$ cat src/rtl/sr_cmd_pkg.sv
// Shared types for the SR flip-flop command sequencer: request encoding,
// sequencer states and the hold-off counter width.
package sr_cmd_pkg;

  localparam int HOLD_W = 4;

  typedef enum logic [1:0] {
    CMD_NOP    = 2'b00,
    CMD_RESET  = 2'b01,
    CMD_SET    = 2'b10,
    CMD_TOGGLE = 2'b11
  } cmd_e;

  typedef enum logic [1:0] {
    ST_IDLE  = 2'b00,
    ST_DRIVE = 2'b01,
    ST_HOLD  = 2'b10
  } state_e;

endpackage

$ cat src/rtl/sr_cmd_fifo.sv
// Small synchronous FIFO with extra-bit pointers; head entry is visible on
// dout whenever the FIFO is non-empty.
module sr_cmd_fifo #(
  parameter int DEPTH = 4,
  parameter int WIDTH = 2
) (
  input  logic             clk,
  input  logic             rst_n,
  input  logic             push,
  input  logic [WIDTH-1:0] din,
  input  logic             pop,
  output logic [WIDTH-1:0] dout,
  output logic             full,
  output logic             empty
);

  localparam int AW = $clog2(DEPTH);

  logic [AW:0]      wptr;
  logic [AW:0]      rptr;
  logic [WIDTH-1:0] mem [DEPTH];
  logic             do_push;
  logic             do_pop;

  assign do_push = push && !full;
  assign do_pop  = pop && !empty;

  // Pointers differ only in the wrap bit when every slot is occupied.
  assign empty = (wptr == rptr);
  assign full  = (wptr[AW] != rptr[AW]) && (wptr[AW-1:0] == rptr[AW-1:0]);
  assign dout  = mem[rptr[AW-1:0]];

  always_ff @(posedge clk or negedge rst_n) begin
    if (!rst_n) begin
      wptr <= '0;
      rptr <= '0;
    end else begin
      if (do_push) wptr <= wptr + 1'b1;
      if (do_pop)  rptr <= rptr + 1'b1;
    end
  end

  always_ff @(posedge clk) begin
    if (do_push) mem[wptr[AW-1:0]] <= din;
  end

endmodule

$ cat src/rtl/sr_cmd_sequencer.sv
// Command sequencer in front of SR_ff: buffers set/reset/toggle requests and
// dispatches them as exclusive one-cycle s/r pulses separated by a hold-off gap.
module sr_cmd_sequencer
  import sr_cmd_pkg::*;
#(
  parameter int DEPTH       = 4,
  parameter int HOLD_CYCLES = 2,
  parameter int CNT_W       = 8
) (
  input  logic             clk,
  input  logic             rst_n,
  input  logic             req_valid,
  input  logic [1:0]       req_cmd,
  output logic             req_ready,
  input  logic             q_fb,
  output logic             s,
  output logic             r,
  output logic             busy,
  output logic [CNT_W-1:0] cmd_count
);

  localparam logic [HOLD_W-1:0] HOLD_LOAD =
    (HOLD_CYCLES > 0) ? HOLD_W'(HOLD_CYCLES - 1) : '0;

  logic              fifo_push;
  logic              fifo_pop;
  logic              fifo_full;
  logic              fifo_empty;
  logic [1:0]        fifo_dout;
  state_e            state;
  logic [HOLD_W-1:0] hold_cnt;

  // Returns {s, r}; a toggle drives the flip-flop to the opposite of q.
  function automatic logic [1:0] resolve_sr(input logic [1:0] cmd, input logic q);
    logic [1:0] sr;
    case (cmd)
      CMD_SET:    sr = 2'b10;
      CMD_RESET:  sr = 2'b01;
      CMD_TOGGLE: sr = q ? 2'b01 : 2'b10;
      default:    sr = 2'b00;
    endcase
    return sr;
  endfunction

  // NOPs complete the handshake but never occupy a slot.
  assign req_ready = !fifo_full;
  assign fifo_push = req_valid && !fifo_full && (req_cmd != CMD_NOP);
  assign fifo_pop  = (state == ST_IDLE) && !fifo_empty;
  assign busy      = (state != ST_IDLE) || !fifo_empty;

  sr_cmd_fifo #(
    .DEPTH (DEPTH),
    .WIDTH (2)
  ) u_fifo (
    .clk   (clk),
    .rst_n (rst_n),
    .push  (fifo_push),
    .din   (req_cmd),
    .pop   (fifo_pop),
    .dout  (fifo_dout),
    .full  (fifo_full),
    .empty (fifo_empty)
  );

  always_ff @(posedge clk or negedge rst_n) begin
    if (!rst_n) begin
      state     <= ST_IDLE;
      hold_cnt  <= '0;
      s         <= 1'b0;
      r         <= 1'b0;
      cmd_count <= '0;
    end else begin
      case (state)
        ST_IDLE: begin
          if (!fifo_empty) begin
            {s, r} <= resolve_sr(fifo_dout, q_fb);
            state  <= ST_DRIVE;
          end
        end
        ST_DRIVE: begin
          s         <= 1'b0;
          r         <= 1'b0;
          cmd_count <= cmd_count + 1'b1;
          if (HOLD_CYCLES > 0) begin
            state    <= ST_HOLD;
            hold_cnt <= HOLD_LOAD;
          end else begin
            state <= ST_IDLE;
          end
        end
        ST_HOLD: begin
          if (hold_cnt == '0) state <= ST_IDLE;
          else                hold_cnt <= hold_cnt - 1'b1;
        end
        default: begin
          state <= ST_IDLE;
          s     <= 1'b0;
          r     <= 1'b0;
        end
      endcase
    end
  end

endmodule

$ cat config.mk
export PLATFORM = sky130hd
export DESIGN_NAME = sr_cmd_sequencer
export DESIGN_NICKNAME = d
export VERILOG_FILES = /design/src/rtl/sr_cmd_pkg.sv /design/src/rtl/sr_cmd_fifo.sv /design/src/rtl/sr_cmd_sequencer.sv
export SDC_FILE = /design/constraint.sdc
export NUM_CORES = 1
export LEC_CHECK = 0
export BUFFER_PORTS_ARGS = -buffer_cell sky130_fd_sc_hd__clkbuf_2
export CAP_MARGIN = 20
export CORE_UTILIZATION = 35
export CTS_CLUSTER_SIZE = 30
export DETAILED_ROUTE_END_ITERATION = 12
export PLACE_DENSITY_LB_ADDON = 0.05
export SLEW_MARGIN = 20
export SYNTH_ARGS = -nofsm -noshare
export SYNTH_HDL_FRONTEND = slang
export SYNTH_HIERARCHICAL = 1
export SYNTH_SLANG_ARGS = --single-unit
$ cat constraint.sdc
create_clock -name clk -period 2 [get_ports clk]
set_clock_uncertainty 0.1 [all_clocks]
set_input_delay 0.1 -clock clk [delete_from_list [all_inputs] [get_ports clk]]
set_output_delay 0.1 -clock clk [all_outputs]
set_load 0.02 [all_outputs]
# Yosys cells after proc, flatten, opt, wreduce, memory -nomap -nowiden
# Memory sizes are Yosys's and may differ from the RTL's.
# Index checks and enable logic that the tools add are counted.
# classes
add_sub_neg	4
eq_ne	11
mux	13
bitwise_logic	1
n_reduce_logical	17
# op_table
op	n
$pmux 2 s3	2
$add 8x1->8 const B	1
$pmux 4 s2	1
$add 3x1->3 const B	2
$eq 2x2->1 const B	3
$logic_and 1x1->1	6
$mux 2	3
$ne 2x2->1 const B	3
$reduce_and 2->1	3
$reduce_bool 2->1	3
$eq 2x1->1 const B	2
$logic_not 4->1	1
$mux 1	4
$mux 4	1
$pmux 1 s2	2
$sub 4x1->4 const B	1
$eq 3x3->1	1
$eq 2x2->1	1
$logic_not 1->1	2
$logic_not 2->1	1
$logic_or 1x1->1	1
$ne 1x1->1	1
$not 1->1	1
# totals
regBits	22
ram_bits	8
out_inout_bits	12
mem_count	1
# memory_table
memory	depth	word_bits	rd	rd_clocked_by_memory_dff	wr	line	source
u_fifo.mem	4	2	1	0	1	sr_cmd_fifo.sv:21	logic [WIDTH-1:0] mem [DEPTH];

# Longest topological paths before layout
# Gate-level depths: netlist of the first run.
# logic_depth
ltp_word	8
mapped_depth	9
mapped_depth_nobuf	8

# Hierarchy
# Netlist of the first run, hierarchy kept.
# by_module_without_submodules
module	instances	cells_each	area_per_inst_um2	seq_area_each_um2
sr_cmd_sequencer	1	74	779.5	400.4
sr_cmd_fifo	1	57	744.5	390.4

# Worst setup path before layout of the first run
# OpenSTA, ideal clock, no wires.
# synth_timing
path_type	reg2reg
start	register u_fifo.rptr[0]
end	memory u_fifo.mem[3][0] (enable)
setup_ps	297
arrival_ps	1629
required_ps	1603
setup_slack_ps	-26
stages_incl_launch_ff	8
period_less_slack_ps	2026
path_cell_list	dfrtp_1 > buf_4 > xor2_2 > or3_1 > inv_1 > inv_1 > o211a_1 > o311a_2
# synth_between
elab_chain_cells	8
# synth_lines
item	line	source
from (decl)	sr_cmd_fifo.sv:20	logic [AW:0] rptr;
from (signal assigned)	sr_cmd_fifo.sv:39	if (do_pop) rptr <= rptr + 1'b1;
$eq 2x2->1	sr_cmd_fifo.sv:30	assign full = (wptr[AW] != rptr[AW]) && (wptr[AW-1:0] == rptr[AW-1:0]);
$logic_and 1x1->1	sr_cmd_fifo.sv:30	
net fifo_full	sr_cmd_sequencer.sv:27	logic fifo_full;
$logic_not 1->1	n/a	
net req_ready	sr_cmd_sequencer.sv:14	output logic req_ready,
$logic_and 1x1->1 (2 in series)	sr_cmd_sequencer.sv:47	assign fifo_push = req_valid && !fifo_full && (req_cmd != CMD_NOP);
net fifo_push	sr_cmd_sequencer.sv:25	logic fifo_push;
$logic_and 1x1->1	sr_cmd_fifo.sv:25	assign do_push = push && !full;
$mux 1	sr_cmd_fifo.sv:44	if (do_push) mem[wptr[AW-1:0]] <= din;
$mux 1 (implied by the code)	sr_cmd_fifo.sv:44	
to (decl)	sr_cmd_fifo.sv:21	
# The timed path passes the listed nets, and every way through them passes these cells.

# Worst setup path in the final report of the first run
# layout_timing
start	register u_fifo.wptr[0]
end	register u_fifo.wptr[1]
# layout_between
elab_chain_cells	6
# layout_lines
item	line	source
from (decl)	sr_cmd_fifo.sv:19	logic [AW:0] wptr;
from (signal assigned)	sr_cmd_fifo.sv:38	if (do_push) wptr <= wptr + 1'b1;
$eq 2x2->1	sr_cmd_fifo.sv:30	
$logic_and 1x1->1	sr_cmd_fifo.sv:30	
net fifo_full	sr_cmd_sequencer.sv:27	
$logic_not 1->1	sr_cmd_sequencer.sv:47	
$logic_and 1x1->1 (2 in series)	sr_cmd_sequencer.sv:47	
net fifo_push	sr_cmd_sequencer.sv:25	
$logic_and 1x1->1	sr_cmd_fifo.sv:25	
# The timed path passes the listed nets, and every way through them passes these cells.
# A chain may end at the register's enable or synchronous reset.

==> out/summary.md, run 1 <==
The number of warnings reported in the yosys synthesis log came out at 6. Traced cell by cell, the critical path runs through xor2_4 -> or3_4 -> inv_1 -> inv_2 -> o211a_4 -> nand2b_1 -> o31ai_1 -> a211oi_1. The first global-routing pass estimated 4860 µm of wire. The total power of the final layout was 3210 µW; the area growth from synthesis to layout was 24.1%.

Summing the areas of all compound-gate instances in the mapped netlist gives 12.4% of the synthesized area. The run gives 792 µm² as the area taken by flip-flops and latches. The share of synthesized area in the top cell type comes to 36.1%.

Data on the critical path is required at its endpoint by 2.09 ns. The tools report the initial antenna violation count as 0. Startpoint kind of the worst setup timing path: a flip-flop.

The number of enable-type register cells in the synthesized netlist was 8; the number of iterations in the first detailed-routing pass was 4. Of the synthesized area, sequential elements account for 51.9%. The post-synth net total is 144. The instance area at placement was 1760 µm².

The total die area came out at 4620 µm². Clock-pin slew was measured on the worst setup and hold paths at 0.07 ns. Of all cell types, the one taking the most synthesized area is dfrtp_1. The post-detailed-route wirelength per cell was 13.2 µm. Among all cell types in the netlist, the one instantiated most often is dfrtp_1. The cell count after synthesis is 131, and the static power due to leakage is 0.000837 µW. The clock network accounts for 15.9% of the total power.

After detailed routing, the number of remaining DRC violations is 0. The tools report the final number of hold-violating endpoints as 0. STA classifies the critical path endpoint as a flip-flop. The cell family contributing the most delay on the critical path is simple AND/OR/NAND/NOR gates.

The logs give 4090 µm² for the placeable core region and 0.29 ns for the later-pin clock latency in the skew report. For the part of the total power dissipated in sequential elements, the log shows 32.0%. The count of nets after finishing is 179. The share of synthesized area spent on multiplexers came out at 3.69%. The flow ran to the end, and the final reports show no timing, DRC or antenna violations.

Power spread over the standard cell area amounts to 1700 nW/µm². Total number of vias: 1101. For the routability congestion estimate, the log shows 0.739.

The number of buffers added on ports was 17. Dominant combinational cell family by area after synthesis: simple AND/OR/NAND/NOR gates. 18 I/O pins were placed.

The synthesized netlist devotes 5.75% of its cell area to adder and majority cells. The slowest stage of the critical path belongs to the cell dfrtp_2. The die is 68.0 µm wide. Area taken by multi-input logic gates: 717 µm². The run gives 0 ns as the total negative slack.

The CTS root buffer is clkbuf_8. The logs give 5 for the total clock buffers created by CTS and 1520 µm² for the summed instance area of the synthesized netlist. The share of total power consumed by net switching was 41.0%; the global-route congestion overflow total was 0. The fraction of layout instances using a drive strength above 1 was 26.9%. The number of distinct library cells after synthesis was 34; the H-tree level count was 2. IR analysis of the VDD net gives a maximum drop of 0.996 mV. For this run, the leading register cell type out of synthesis is dfrtp_1.

Across every metal layer, demand over resource in global routing totals 15.0%. Summed over all nets, the switching power comes to 1310 µW. The floorplan has 23 rows.

The headroom to the max-slew limit is 61.3%, and the post-synthesis simple-gate area fraction is 14.0%. The classification of the worst-slack hold path was in -> reg. The worst path buffer plus inverter count was 2. Yosys attributes the largest share of cell area to dfrtp_1 (36%), edfxtp_1 (16%), ha_1 (5.7%). The overall routed net length was 2860 µm; the transition at the pin with the smallest max-transition slack was 0.580 ns. Each instance of the synthesized netlist takes up on average 11.6 µm². The HPWL after detailed placement is 2100 µm.

In the synthesized netlist the async set-or-reset flop fraction comes to 73.3%. Entering global routing, the biggest net connects 23 pins. Of the available clock period, the critical path in the final layout requires 94.8%.

For this run, the top clock speed supported by timing is 527 MHz. No sink is reached through more buffers than the 2 on the longest clock path. Of all nets on the critical path, the largest fanout is 7. The tools report the worst setup slack for register-to-register paths as 0.10 ns. Using the TritonRoute via totals, the vias-per-cell ratio works out to 5.07.

STA puts the critical path data arrival time at 1.99 ns. The repair_antennas step left the layout with diodes totalling 0. Number of max-slew violations in the final report: 0. Combinational cells account for 52.2% of the total power.

In this run the vertical extent of the chip is 68.0 µm. For this configuration, the core starts out at a cell density of 37.3%. Setup repair after global routing left no endpoint under its margin. The routed design could run at a clock period as short as 1.90 ns. After synthesis, the most frequently instantiated cells are dfrtp_1 (22), nand2_1 (11), xnor2_1 (9). TritonCTS built the clock tree.

Cell internal power was estimated by the tool at 1890 µW. Of the total synthesized cell area, the portion taken by XOR and XNOR cells is 9.11%. The via count of the first global-routing pass is 1061, and the number of register bits inferred by synthesis is 30. The tool flagged a number of max-cap violations equal to 0. The run gives 0 as the post-route antenna net violation count. The path type of the worst setup path is reg -> reg. For this run, the slowest stage of the critical path takes 0.44 ns. The finished cells cover 1890 µm². The detailed router finished its first iteration with 34 violations. Setup violations remaining at the end of the flow were counted as 0. The clock net in this run drives a total of 30 sinks. The total of fill cells in the finished design is 389.
timing repair:
item,in CTS,in global routing
endpoints found under the hold margin,30,0
setup buffers,0,0
pin swaps,1,0
setup endpoints to repair,1,10
hold buffers,3,0
resized for setup,0,2
final timing paths:
| path | startpoint | end | depth (start not counted) |
|---|---|---|---|
| hold / removal | q_fb | s | 3 |
| max in group asynchronous | rst_n | u_fifo/wptr[0] | 2 |
| setup / recovery | u_fifo/wptr[0] | u_fifo/wptr[1] | 8 |
| setup reg to reg | u_fifo/wptr[0] | u_fifo/wptr[1] | 8 |
| min in group asynchronous | rst_n | cmd_count[1] | 2 |
| hold reg to reg | cmd_count[7] | cmd_count[7] | 1 |
layout make-up:
cell class	instances	area share, %
Clock buffer	7	4.57
Clock inverter	1	0.265
Inverter	8	1.59
Multi-Input combinational cell	90	37.9
Sequential cell	30	41.9
Tap cell	50	3.31
Timing Repair Buffer	31	10.5
power groups by stage:
stage / clock, µW / sequential (µW) / combinational [µW]
after floorplan: 0 / 1120 / 1020
after global placement: 0 / 1030 / 1610
after detailed placement: 0 / 1040 / 1650
after CTS: 524 / 1030 / 1660
after global routing: 551 / 1060 / 1860
final: 509 / 1030 / 1670
layout by cell type (no fill, tap or decap), types with 5 or more instances in the layout:
| cell | n |
|---|---|
| clkbuf_2 | 17 |
| edfxtp_1 | 8 |
| inv_1 | 7 |
| nor3_1 | 6 |
| ha_1 | 7 |
| nand2b_1 | 5 |
| clkbuf_8 | 6 |
| xnor2_1 | 9 |
| dfrtp_1 | 21 |
| nand2_1 | 11 |
| buf_4 | 11 |
| o31ai_1 | 6 |
metrics by stage:
step / util (%) / setup WS [ns] / instances / hold WS (ns)
after CTS: 46.0 / 0.0109 / 217 / 0.0505
after global placement: 43.0 / 0.0653 / 206 / 0.0218
after global routing: 46.3 / 0.00369 / 217 / 0.0599
after detailed placement: 43.0 / 0.0112 / 206 / 0.0263
final: 46.3 / 0.104 / 217 / 0.0592
after floorplan: - / 0.0204 / 131 / -0.296
flip-flops by register name, indices dropped and copies added (netlist names):
signal and count:
cmd_count 8, hold_cnt 4, r 1, s 1, state 2, u_fifo/mem 8, u_fifo/rptr 3, u_fifo/wptr 3
metal layers:
| layer | vias up | GRT usage (%) | wire length [µm] |
|---|---|---|---|
| li1 | 544 | - | - |
| met1 | 536 | 18.6 | 1400 |
| met2 | 16 | 22.7 | 1310 |
| met3 | 5 | 5.67 | 99 |
| met4 | 0 | 7.55 | 52 |
| met5 | - | 0 | 0 |
cells by family (layout without fill, tap and decap cells):
group / count (synthesis) / after routing
AOI/OAI and AO/OA: 25 / 25
xor gates and xnor gates: 15 / 15
adders and majority gates: 7 / 7
buffers and inverters: 11 / 47
DFF: 30 / 30
muxes: 3 / 3
and+or+nand+nor: 40 / 40
worst reg2reg max path, stage by stage (launching register included):
cell	delay (ns)
dfrtp_2	0.44
xor2_4	0.21
or3_4	0.41
inv_1	0.07
inv_2	0.04
o211a_4	0.15
nand2b_1	0.09
o31ai_1	0.07
a211oi_1	0.22
Power figures use the tool's default switching activity.
==> run 2, diff against run 1 <==
- ABC_AREA: not set -> 1
==> run 2 against run 1 <==
  * Power fell by 12%
  * Sequential cell count did not move
  * Critical path type unchanged
  * Register-to-register slack improved by 0.15 ns
  * Setup slack improved by 0.15 ns
  * Critical endpoint is now u_fifo/mem[3][1]
  * Die area rose by 1.2%
  * Via count rose by 7.4%
==> out/summary.md, run 2 <==
The total clock buffers created by CTS was 5; the later-pin clock latency in the skew report was 0.28 ns. The overall routed net length was 2910 µm; the area growth from synthesis to layout was 18.4%. Of the cells placed in the final design, the portion with a size suffix greater than 1 is 18.1%.

Entering global routing, the biggest net connects 23 pins. The final number of hold-violating endpoints came out at 0. For the cell count after synthesis, the log shows 175. The die is 68.4 µm wide. Counting every net in the synthesized netlist gives 188.

Of all nets on the critical path, the largest fanout is 6. The clock tree synthesis step divided the H-tree into 2 levels. The most numerous cell on the critical path was inv_1.

In this run switching power makes up 43.7% of total power. Clock tree synthesis found a total of 30 sinks. The design draws 2810 µW.

Among all flip-flop cells after synthesis, the most frequent one is dfrtp_1. The run gives 61.7% as the headroom to the max-slew limit. For the placeable core region, the log shows 4120 µm². The transition at the pin with the smallest max-transition slack was 0.575 ns. The count of nets after finishing is 216. Broken down by cell family, the worst path's largest delay share belongs to simple AND/OR/NAND/NOR gates.

Summed over all failing endpoints, the final setup total negative slack is 0 ns. The number of top-level design ports came out at 18. After clock tree synthesis, the clock-pin slew on the worst setup and hold paths is 0.07 ns.

The run gives 1197 as the via count of the first global-routing pass. Once detail routing completed, the nets flagged for antenna violations numbered 0. The tools report the routability congestion estimate as 0.795. The number of DRC violations after detailed routing is 0.

The static power due to leakage was 0.000935 µW. Setup repair after global routing left no endpoint under its margin. The cell with the largest stage delay on the worst path is dfrtp_1. The data arrival time at the worst-slack endpoint came out at 1.64 ns. The peak per-stage delay on the critical path was 0.42 ns. The final route contains 1183 vias.

In the post-synthesis netlist, the biggest area contributors are dfrtp_1 (36%), edfxtp_1 (16%), nand2_1 (12%). The share of the yosys chip area belonging to registers is 51.3%, and the part of the total power dissipated in sequential elements is 36.9%. The flow ran to the end, and the final reports show no timing, DRC or antenna violations.

The clock passes through at most 2 buffers. Cell type contributing the most total cell area after synthesis: dfrtp_1. The area taken by flip-flops and latches is 791 µm². The tool flagged a number of max-cap violations equal to 0. Dividing the detail-routed wire length by the instance count gives 11.5 µm. For the iteration-0 DRC count of the detailed router, the log shows 35. Combinational logic burns 45.3% of the power. The first global-routing pass estimated 5130 µm of wire.

The number of buffers added on ports works out to 17. The internal power of the cells totals 1580 µW. The clock period could shrink to 1.75 ns. The most common cell after layout, fill and taps aside is nand2_1.

In this run the power spent charging and discharging nets is 1230 µW. The tools report the total of fill cells in the finished design as 400. Counting both buffers and inverters, the worst setup path holds a total of 4. The root buffer cell chosen for the clock tree is clkbuf_8.

TritonCTS built the clock tree. The global-route usage over all layers was 15.3%. Static timing analysis puts the maximum clock frequency at 571 MHz. Walking the worst path, the cells encountered are inv_1 -> nand2_1 -> nand2_1 -> nand3_4 -> inv_1 -> nor2_4 -> nand2_1 -> inv_1 -> nand2_2 -> inv_1. VDD sags by at most 0.595 mV. After detailed routing, the number of vias per cell comes to 4.66. Count of standard-cell rows: 23. The part of the total power dissipated in the clock network is 17.8%.

By count the netlist is led by nand2_1 (49), inv_1 (30), dfrtp_1 (22). The number of iterations in the first detailed-routing pass came out at 4. The share of the synthesized area in the top cell type came out at 35.7%. The critical path in this run is classified as reg -> reg.

The number of different library cells used by synthesis comes to 20. The number of max-slew violations in the final report is 0, and the global-route congestion overflow total is 0. The starting utilization of the core area is 37.5%, and the number of warnings reported in the yosys synthesis log is 6. The classification of the worst-slack hold path is in -> reg. In this run the mean area of a mapped cell was 8.82 µm². The run gives 1.89 ns as the required time at the worst-slack endpoint. The run gives 643 µm² as the area taken by multi-input logic gates. The synthesized design contains 8 enable-type register cells. The summed instance area of the synthesized netlist is 1540 µm², and the areal power density over the cells is 1540 nW/µm².

The die is 68.4 µm tall. Detailed placement finished with a half-perimeter wire length of 2150 µm. The capturing element type of the critical path was a flip-flop. The diode insertion count for antenna repair was 0; the final-report setup violation count was 0. In the layout the commonest cells are nand2_1 (49), inv_1 (30), dfrtp_1 (22), clkbuf_2 (17), nor2_1 (12). In this run, synthesis produced a sequential element count of 30.

The initial antenna violation count was 0; the fraction of the cycle the final worst path needs was 87.5%. The share of synthesized registers carrying an async set or reset came out at 73.3%. The startpoint kind of the worst setup timing path is a flip-flop. nand2_1 is the most common cell in the netlist. The floorplan step defined a die boundary enclosing 4680 µm².
## run 2: cell count changes after synthesis, moves of 5 or more
cell,before,now
xnor2_1,9,3
nor3_1,6,0
o21ai_0,2,9
o22ai_1,1,6
nand3_1,0,10
nand2b_1,5,0
nor2_1,4,13
inv_1,8,30
nand2_1,11,49
o31ai_1,6,0
## run 2: worst reg2reg max path, cell delays in order, from the launching register on
cell     delay, ns
dfrtp_1       0.42
inv_1         0.10
nand2_1       0.06
nand2_1       0.10
nand3_4       0.14
inv_1         0.09
nor2_4        0.16
nand2_1       0.07
inv_1         0.08
nand2_2       0.06
inv_1         0.08
## run 2: stage by stage
stage                     instances  hold WS, ns  area (µm²)  utilization, %  setup WS [ns]
final                           254       0.0392        1830            44.4          0.250
after global routing            254       0.0796        1830            44.4         0.0842
after CTS                       254       0.0256        1820            44.2         0.0722
after detailed placement        243       0.0380        1700            41.3         0.0852
after global placement          243       0.0270        1700            41.3          0.159
after floorplan                 175       -0.296        1540               -          0.270
## run 2: power by group through the flow
stage          Combinational [µW]  Clock, µW  Sequential [µW]
4_1_cts                      1290        530             1040
2_1_floorplan                 890          0             1090
3_3_place_gp                 1250          0             1040
3_5_place_dp                 1280          0             1050
5_1_grt                      1480        556             1080
6_report                     1270        501             1040
## run 2: logic make-up after synthesis
group / after synthesis / share of synthesized area [%]
AOI/OAI and AO/OA: 15 / 5.35
xor gates and xnor gates: 7 / 4.46
DFF: 30 / 51.3
and+or+nand+nor: 85 / 25.7
adders and majority gates: 7 / 5.68
buffers and inverters: 31 / 7.54
## run 2: repair_timing
item	in CTS	in global routing
endpoints found under the hold margin	30	0
resized for setup	0	2
setup endpoints to repair	0	8
buffers inserted	0	0
hold buffers	3	0
## run 2: worst paths after layout
kind	startpoint	end	slack (ns)	cells past startpoint
min in group asynchronous	rst_n	hold_cnt[2]	0.25	2
worst min-delay path	q_fb	r	0.04	3
max in group asynchronous	rst_n	u_fifo/wptr[2]	1.16	2
worst max-delay path	u_fifo/wptr[1]	u_fifo/mem[3][1]	0.25	10
worst min register to register	hold_cnt[0]	hold_cnt[0]	0.39	2
worst max register to register	u_fifo/wptr[1]	u_fifo/mem[3][1]	0.25	10
## run 2: cell type report
class | instances | share of cell area, %
Clock inverter | 1 | 0.274
Inverter | 31 | 6.37
Multi-Input combinational cell | 114 | 35.2
Clock buffer | 7 | 4.73
Sequential cell | 30 | 43.3
Timing Repair Buffer | 21 | 6.71
Tap cell | 50 | 3.42
## run 2: per-layer routing
| metal | GRT usage [%] | part of all wire, % | wire (µm) | vias up |
|---|---|---|---|---|
| met5 | 0 | 0 | 0 | - |
| met4 | 6.25 | 1.9 | 55 | 0 |
| met3 | 5.17 | 3.7 | 109 | 8 |
| met2 | 26.0 | 48 | 1410 | 21 |
| met1 | 17.5 | 46 | 1340 | 550 |
| li1 | - | - | - | 604 |
